==> src/rtl/mac_stream_engine.sv <==
// mac_stream_engine: streaming multiply-accumulate for one LANES-wide slice
// of a matrix product. K beats of (activation, weight vector) are accumulated
// per lane. Bias is then added and the sum is requantised (round, shift,
// saturate, optional ReLU). The result goes out on a valid/ready port.
module mac_stream_engine #(
  parameter int DATA_WIDTH = 8,
  parameter int LANES      = 4,
  parameter int ACC_WIDTH  = 32,
  parameter int BIAS_WIDTH = 16,
  parameter int K_WIDTH    = 12
) (
  input  logic                            clk_p,
  input  logic                            rst_n,
  input  logic                            start,
  input  logic [K_WIDTH-1:0]              k_len,
  input  logic [4:0]                      shift,
  input  logic                            relu_en,
  input  logic [LANES*BIAS_WIDTH-1:0]     bias,
  input  logic                            in_valid,
  output logic                            in_ready,
  input  logic [DATA_WIDTH-1:0]           in_act,
  input  logic [LANES*DATA_WIDTH-1:0]     in_wgt,
  output logic                            out_valid,
  input  logic                            out_ready,
  output logic [LANES*DATA_WIDTH-1:0]     out_data,
  output logic                            busy
);

  // Two guard bits absorb bias addition and the rounding increment without overflow.
  localparam int SUM_W = ACC_WIDTH + 2;
  localparam logic [K_WIDTH-1:0] K_ONE = K_WIDTH'(1'b1);

  typedef enum logic [1:0] {
    ST_IDLE = 2'd0,
    ST_ACC  = 2'd1,
    ST_FIN  = 2'd2,
    ST_OUT  = 2'd3
  } state_e;

  state_e                          state_q, state_d;
  logic [K_WIDTH-1:0]              cnt_q, cnt_d;
  logic [K_WIDTH-1:0]              k_len_q, k_len_d;
  logic [4:0]                      shift_q, shift_d;
  logic                            relu_q, relu_d;
  logic [LANES*BIAS_WIDTH-1:0]     bias_q, bias_d;
  logic [ACC_WIDTH-1:0]            acc_q [LANES];
  logic [ACC_WIDTH-1:0]            acc_d [LANES];
  logic [LANES*DATA_WIDTH-1:0]     out_data_q, out_data_d;
  logic                            out_valid_q, out_valid_d;
  logic                            in_ready_q, in_ready_d;
  logic                            busy_q, busy_d;
  logic                            beat_accept_s;

  // Full signed product of one activation and one weight, sign-extended to the accumulator.
  function automatic logic [ACC_WIDTH-1:0] mac_term(
    input logic [DATA_WIDTH-1:0] act,
    input logic [DATA_WIDTH-1:0] wgt
  );
    logic signed [2*DATA_WIDTH-1:0] prod;
    prod = $signed(act) * $signed(wgt);
    return {{(ACC_WIDTH-2*DATA_WIDTH){prod[2*DATA_WIDTH-1]}}, prod};
  endfunction

  // Bias add, round-half-up arithmetic shift, saturation to DATA_WIDTH, optional ReLU.
  function automatic logic [DATA_WIDTH-1:0] requant(
    input logic [ACC_WIDTH-1:0]  acc,
    input logic [BIAS_WIDTH-1:0] b,
    input logic [4:0]            sh,
    input logic                  relu
  );
    logic signed [SUM_W-1:0] s;
    logic signed [SUM_W-1:0] rnd;
    logic signed [SUM_W-1:0] r;
    logic signed [SUM_W-1:0] max_v;
    logic signed [SUM_W-1:0] min_v;
    logic [DATA_WIDTH-1:0]   sat;
    s     = $signed({{(SUM_W-ACC_WIDTH){acc[ACC_WIDTH-1]}}, acc})
          + $signed({{(SUM_W-BIAS_WIDTH){b[BIAS_WIDTH-1]}}, b});
    max_v = $signed({{(SUM_W-DATA_WIDTH+1){1'b0}}, {(DATA_WIDTH-1){1'b1}}});
    min_v = $signed({{(SUM_W-DATA_WIDTH+1){1'b1}}, {(DATA_WIDTH-1){1'b0}}});
    if (sh != 5'd0) begin
      rnd = $signed({{(SUM_W-1){1'b0}}, 1'b1} << (sh - 5'd1));
    end else begin
      rnd = '0;
    end
    r = (s + rnd) >>> sh;
    if (r > max_v) begin
      sat = max_v[DATA_WIDTH-1:0];
    end else if (r < min_v) begin
      sat = min_v[DATA_WIDTH-1:0];
    end else begin
      sat = r[DATA_WIDTH-1:0];
    end
    if (relu && sat[DATA_WIDTH-1]) begin
      sat = '0;
    end else begin
      sat = sat;
    end
    return sat;
  endfunction

  assign beat_accept_s = in_valid && in_ready_q;

  // Next-state, datapath and registered-output computation.
  always_comb begin
    state_d    = state_q;
    cnt_d      = cnt_q;
    k_len_d    = k_len_q;
    shift_d    = shift_q;
    relu_d     = relu_q;
    bias_d     = bias_q;
    out_data_d = out_data_q;
    for (int i = 0; i < LANES; i++) begin
      acc_d[i] = acc_q[i];
    end

    case (state_q)
      ST_IDLE: begin
        if (start) begin
          k_len_d = k_len;
          shift_d = shift;
          relu_d  = relu_en;
          bias_d  = bias;
          cnt_d   = '0;
          for (int i = 0; i < LANES; i++) begin
            acc_d[i] = '0;
          end
          // A zero-length reduction goes straight to the bias-only result.
          if (k_len == '0) begin
            state_d = ST_FIN;
          end else begin
            state_d = ST_ACC;
          end
        end else begin
          state_d = ST_IDLE;
        end
      end
      ST_ACC: begin
        if (beat_accept_s) begin
          for (int i = 0; i < LANES; i++) begin
            acc_d[i] = acc_q[i] + mac_term(in_act, in_wgt[i*DATA_WIDTH +: DATA_WIDTH]);
          end
          cnt_d = cnt_q + K_ONE;
          if (cnt_q == (k_len_q - K_ONE)) begin
            state_d = ST_FIN;
          end else begin
            state_d = ST_ACC;
          end
        end else begin
          state_d = ST_ACC;
        end
      end
      ST_FIN: begin
        for (int i = 0; i < LANES; i++) begin
          out_data_d[i*DATA_WIDTH +: DATA_WIDTH] =
            requant(acc_q[i], bias_q[i*BIAS_WIDTH +: BIAS_WIDTH], shift_q, relu_q);
        end
        state_d = ST_OUT;
      end
      ST_OUT: begin
        if (out_ready) begin
          state_d = ST_IDLE;
        end else begin
          state_d = ST_OUT;
        end
      end
      default: begin
        state_d = ST_IDLE;
      end
    endcase

    in_ready_d  = (state_d == ST_ACC);
    out_valid_d = (state_d == ST_OUT);
    busy_d      = (state_d != ST_IDLE);
  end

  // State, accumulator, config and output registers with asynchronous clear.
  always_ff @(posedge clk_p or negedge rst_n) begin
    if (!rst_n) begin
      state_q     <= ST_IDLE;
      cnt_q       <= '0;
      k_len_q     <= '0;
      shift_q     <= '0;
      relu_q      <= 1'b0;
      bias_q      <= '0;
      out_data_q  <= '0;
      out_valid_q <= 1'b0;
      in_ready_q  <= 1'b0;
      busy_q      <= 1'b0;
      for (int i = 0; i < LANES; i++) begin
        acc_q[i] <= '0;
      end
    end else begin
      state_q     <= state_d;
      cnt_q       <= cnt_d;
      k_len_q     <= k_len_d;
      shift_q     <= shift_d;
      relu_q      <= relu_d;
      bias_q      <= bias_d;
      out_data_q  <= out_data_d;
      out_valid_q <= out_valid_d;
      in_ready_q  <= in_ready_d;
      busy_q      <= busy_d;
      for (int i = 0; i < LANES; i++) begin
        acc_q[i] <= acc_d[i];
      end
    end
  end

  assign in_ready  = in_ready_q;
  assign out_valid = out_valid_q;
  assign out_data  = out_data_q;
  assign busy      = busy_q;

endmodule

==> config.mk <==
export PLATFORM = sky130hd
export DESIGN_NAME = mac_stream_engine
export DESIGN_NICKNAME = d
export VERILOG_FILES = /design/src/rtl/mac_stream_engine.sv
export SDC_FILE = /design/constraint.sdc
export NUM_CORES = 2
export LEC_CHECK = 0
export ABC_AREA = 0
export CAP_MARGIN = 20
export CELL_PAD_IN_SITES_DETAIL_PLACEMENT = 0
export CELL_PAD_IN_SITES_GLOBAL_PLACEMENT = 1
export CORE_MARGIN = 3
export CORE_UTILIZATION = 40
export DETAILED_ROUTE_END_ITERATION = 8
export PLACE_DENSITY = 0.76
export SLEW_MARGIN = 10
export SYNTH_ARGS = -nofsm -noshare
export SYNTH_HDL_FRONTEND = slang
export SYNTH_SLANG_ARGS = --single-unit
==> constraint.sdc <==
create_clock -name clk_p -period 9.2 [get_ports clk_p]
set_input_delay 2.76 -clock clk_p [delete_from_list [all_inputs] [get_ports clk_p]]
set_output_delay 2.76 -clock clk_p [all_outputs]
set_load 0.005 [all_outputs]
==> results.yml <==
final_layout:
  regArea_um2: 6497
  nets: 6944
  syn_to_final_growth_pct: 18.01
  multi_input_area_um2: 36040
  fillers: 11090
  final_layout_size_suffix_gt1_share_pct: 13.07
die:
  start_util_pct: 40.42
  die_area_um2: 118100
  die_x_um: 343.6
  coreArea_um2: 112800
  rows: 123
  io_pins: 162
  die_h_um: 343.6
route:
  drcViolationCount: 0
  firstDrtPassIters: 8
  drt_iter0_drc: 3948
  drtAntennaViolNets: 0
  wl_per_cell_um: 21.18
  wirelength_mm: 161.2
  vias_per_cell: 5.662
  vias: 43100
global_route:
  track_usage_pct: 26.85
  antenna_found_initial: 1
  grt_pass1_vias: 40910
  overflow: 0
  grt_max_degree: 134
  grt_pass1_wl_mm: 247.7
timing:
  clock_skew_ps: 54.18
  max_slew_margin_pct: 30.66
  setup_viol_count_final: 0
  rsz0062_at_grt: "true"
  hold_viol: 0
  slew_violations: 0
  worst_slew_pin_slew_ps: 1036
  hold_ws_ps: 472.7
  period_share_pct: 97.39
  finalSetupTns_ps: 0
  fmax_ghz: 0.1116
  finalCriticalPeriod_ps: 8960
worst_hold_path:
  hold_path_depth: 2
  worstHoldStart: "out_data[31]"
  min-delay-path-class: "flip-flop to flip-flop"
  hold-path-endpoint: "out_data[31]"
setup_path:
  critPathArrivalTime_ps: 9410
  worstPathRequired_ps: 9650
  setup.worst_path.start: "in_wgt[16]"
  worstPathMaxFanout: 4
  max_stage_delay_ps: 540
  critPathKind: "input pin to flip-flop"
  r2r_slack_ps: 930
  cp-end-kind: "flip-flop"
  crit_family: "adder cells"
  start_kind: "input pin"
  reg2reg_from: "shift_q[3]"
  rr_worst_depth: 22
  slowest_stage: "fa_1"
  crit_buf_inv: 9
  crit_top_cell: "fa_1"
  rr_endpoint: "out_data[10]"
placement:
  routabilityCongestion: 0.9634
  dp_hpwl_mm: 129.0
  portBuffers: 161
synth:
  synth_top_area_share_pct: 15.81
  synth_seq_area_share_pct: 14.22
  synth-seq-cells: 259
  syn_area_per_cell_um2: 8.047
  syn_area_um2: 45590
  synthFlopType: "dfrtp_1"
  synthCells: 5666
  yosysTopAreaCell: "fa_1"
  yosysUniqueCellTypes: 103
  synth_top_cells_by_area: "fa_1, dfrtp_1, ha_1, inv_1, nand2_1"
  synth_edf_count: 0
  yosys_warnings: 0
  postSynth.asyncResetShare_pct: 100.0
cts:
  cts.sinks: 259
  cts_root_buf: "clkbuf_16"
  cts_made_buffers: 36
  path_clk_slew_ps: 60
  cts_tree: "done"
  worstSkewPairLatency_ps: 640
  cts_buffer_depth: 3
  htreeDepth: 2
flow_run:
  max_cap_viol_count: 0
outcome:
  outcome: "completed"
==> sequential cells by signal, summed over array words and instances, names as in the netlist <==
signal,cells
acc_q,128
bias_q,64
out_data,32
cnt_q,12
k_len_q,12
shift_q,5
state_q,2
busy,1
in_ready,1
out_valid,1
relu_q,1
==> cell usage after synthesis (50+ instances only) <==
| master | n |
|---|---|
| xor2_1 | 97 |
| a211oi_1 | 94 |
| mux2i_1 | 106 |
| nor2_1 | 333 |
| nand3_1 | 103 |
| a21oi_1 | 316 |
| nand2_1 | 565 |
| o21bai_1 | 53 |
| clkbuf_1 | 231 |
| o31ai_1 | 50 |
| fa_1 | 360 |
| ha_1 | 374 |
| dfrtp_1 | 259 |
| nand2b_1 | 73 |
| a21o_1 | 127 |
| o22ai_1 | 113 |
| o211ai_1 | 63 |
| nor3_1 | 103 |
| and2_1 | 200 |
| o21ai_0 | 275 |
| inv_1 | 712 |
| xnor2_1 | 192 |
==> cell type report <==
cell class                      instances  area share [%]
Timing Repair Buffer                  646           10.09
Inverter                              715           5.007
Sequential cell                       259           12.08
Clock inverter                         22          0.5279
Tap cell                             1500           3.488
Multi-Input combinational cell       4425           66.98
Clock buffer                           44           1.823
Antenna cell                            1        0.004651
==> tightest hold or removal path: stages, from the launching register on <==
cell,delay [ps]
dfrtp_1,340
nand2_1,50
o31ai_1,50
==> layout by cell type (no fill, tap or decap), types with 106 or more instances in the layout <==
master           netlist  layout
a21oi_1              316     292
mux2i_1              106     106
dfrtp_1              259     254
ha_1                 374     365
buf_4                  0     470
xnor2_1              192     186
nand2_1              565     563
o22ai_1              113     113
o21ai_0              275     261
clkdlybuf4s50_1        0     128
nor2_1               333     329
fa_1                 360     360
a21o_1               127     127
inv_1                712     706
and2_1               200     194
==> per-layer routing <==
metal	vias to the layer above	GRT usage [%]	part of all wire [%]
li1	20680	-	-
met1	20830	40.29	48
met2	1380	39.52	42
met3	220	3.683	6.2
met4	0	8.693	3.6
met5	-	0	0
==> how the worst max path moves through the flow <==
stage	cells after the start	slack [ps]	endpoint
floorplan	31	8	acc_q[31]
global placement	33	-880	acc_q[30]
detailed placement	33	-980	acc_q[30]
CTS	35	3	acc_q[126]
global route	34	-80	acc_q[126]
finish	34	240	acc_q[58]
==> stage by stage <==
stage                     setup WS [ps]  std cells  cell area [um^2]  utilization, %
after global placement           -878.7       7526             51900           46.01
after detailed placement         -978.5       7526             51900           46.01
after CTS                         3.376       7598             53280           47.24
after global routing             -83.93       7612             53800           47.70
final                             240.3       7612             53800           47.70
after floorplan                   7.782       5672             45810               -
==> cells by family after synthesis <==
kind of cell	synth area share [%]
AND/OR/NAND/NOR	17.76
XOR/XNOR	5.587
buffers and inverters	8.151
multiplexers	5.513
adder cells (fa/ha/maj)	26.07
other	0.01647
flip-flops	14.22
AO/OA/AOI/OAI	22.69
==> repair_timing <==
action	CTS	global route
setup buffers	6	12
endpoints found under the hold margin	0	0
resized for setup	27	112
endpoints found under the setup margin	17	39
hold buffers	0	0
cloned	0	1
pin swaps	10	57
Power is not shown: default switching activity piles up to over one toggle a cycle in this logic, so the estimate is an artifact.
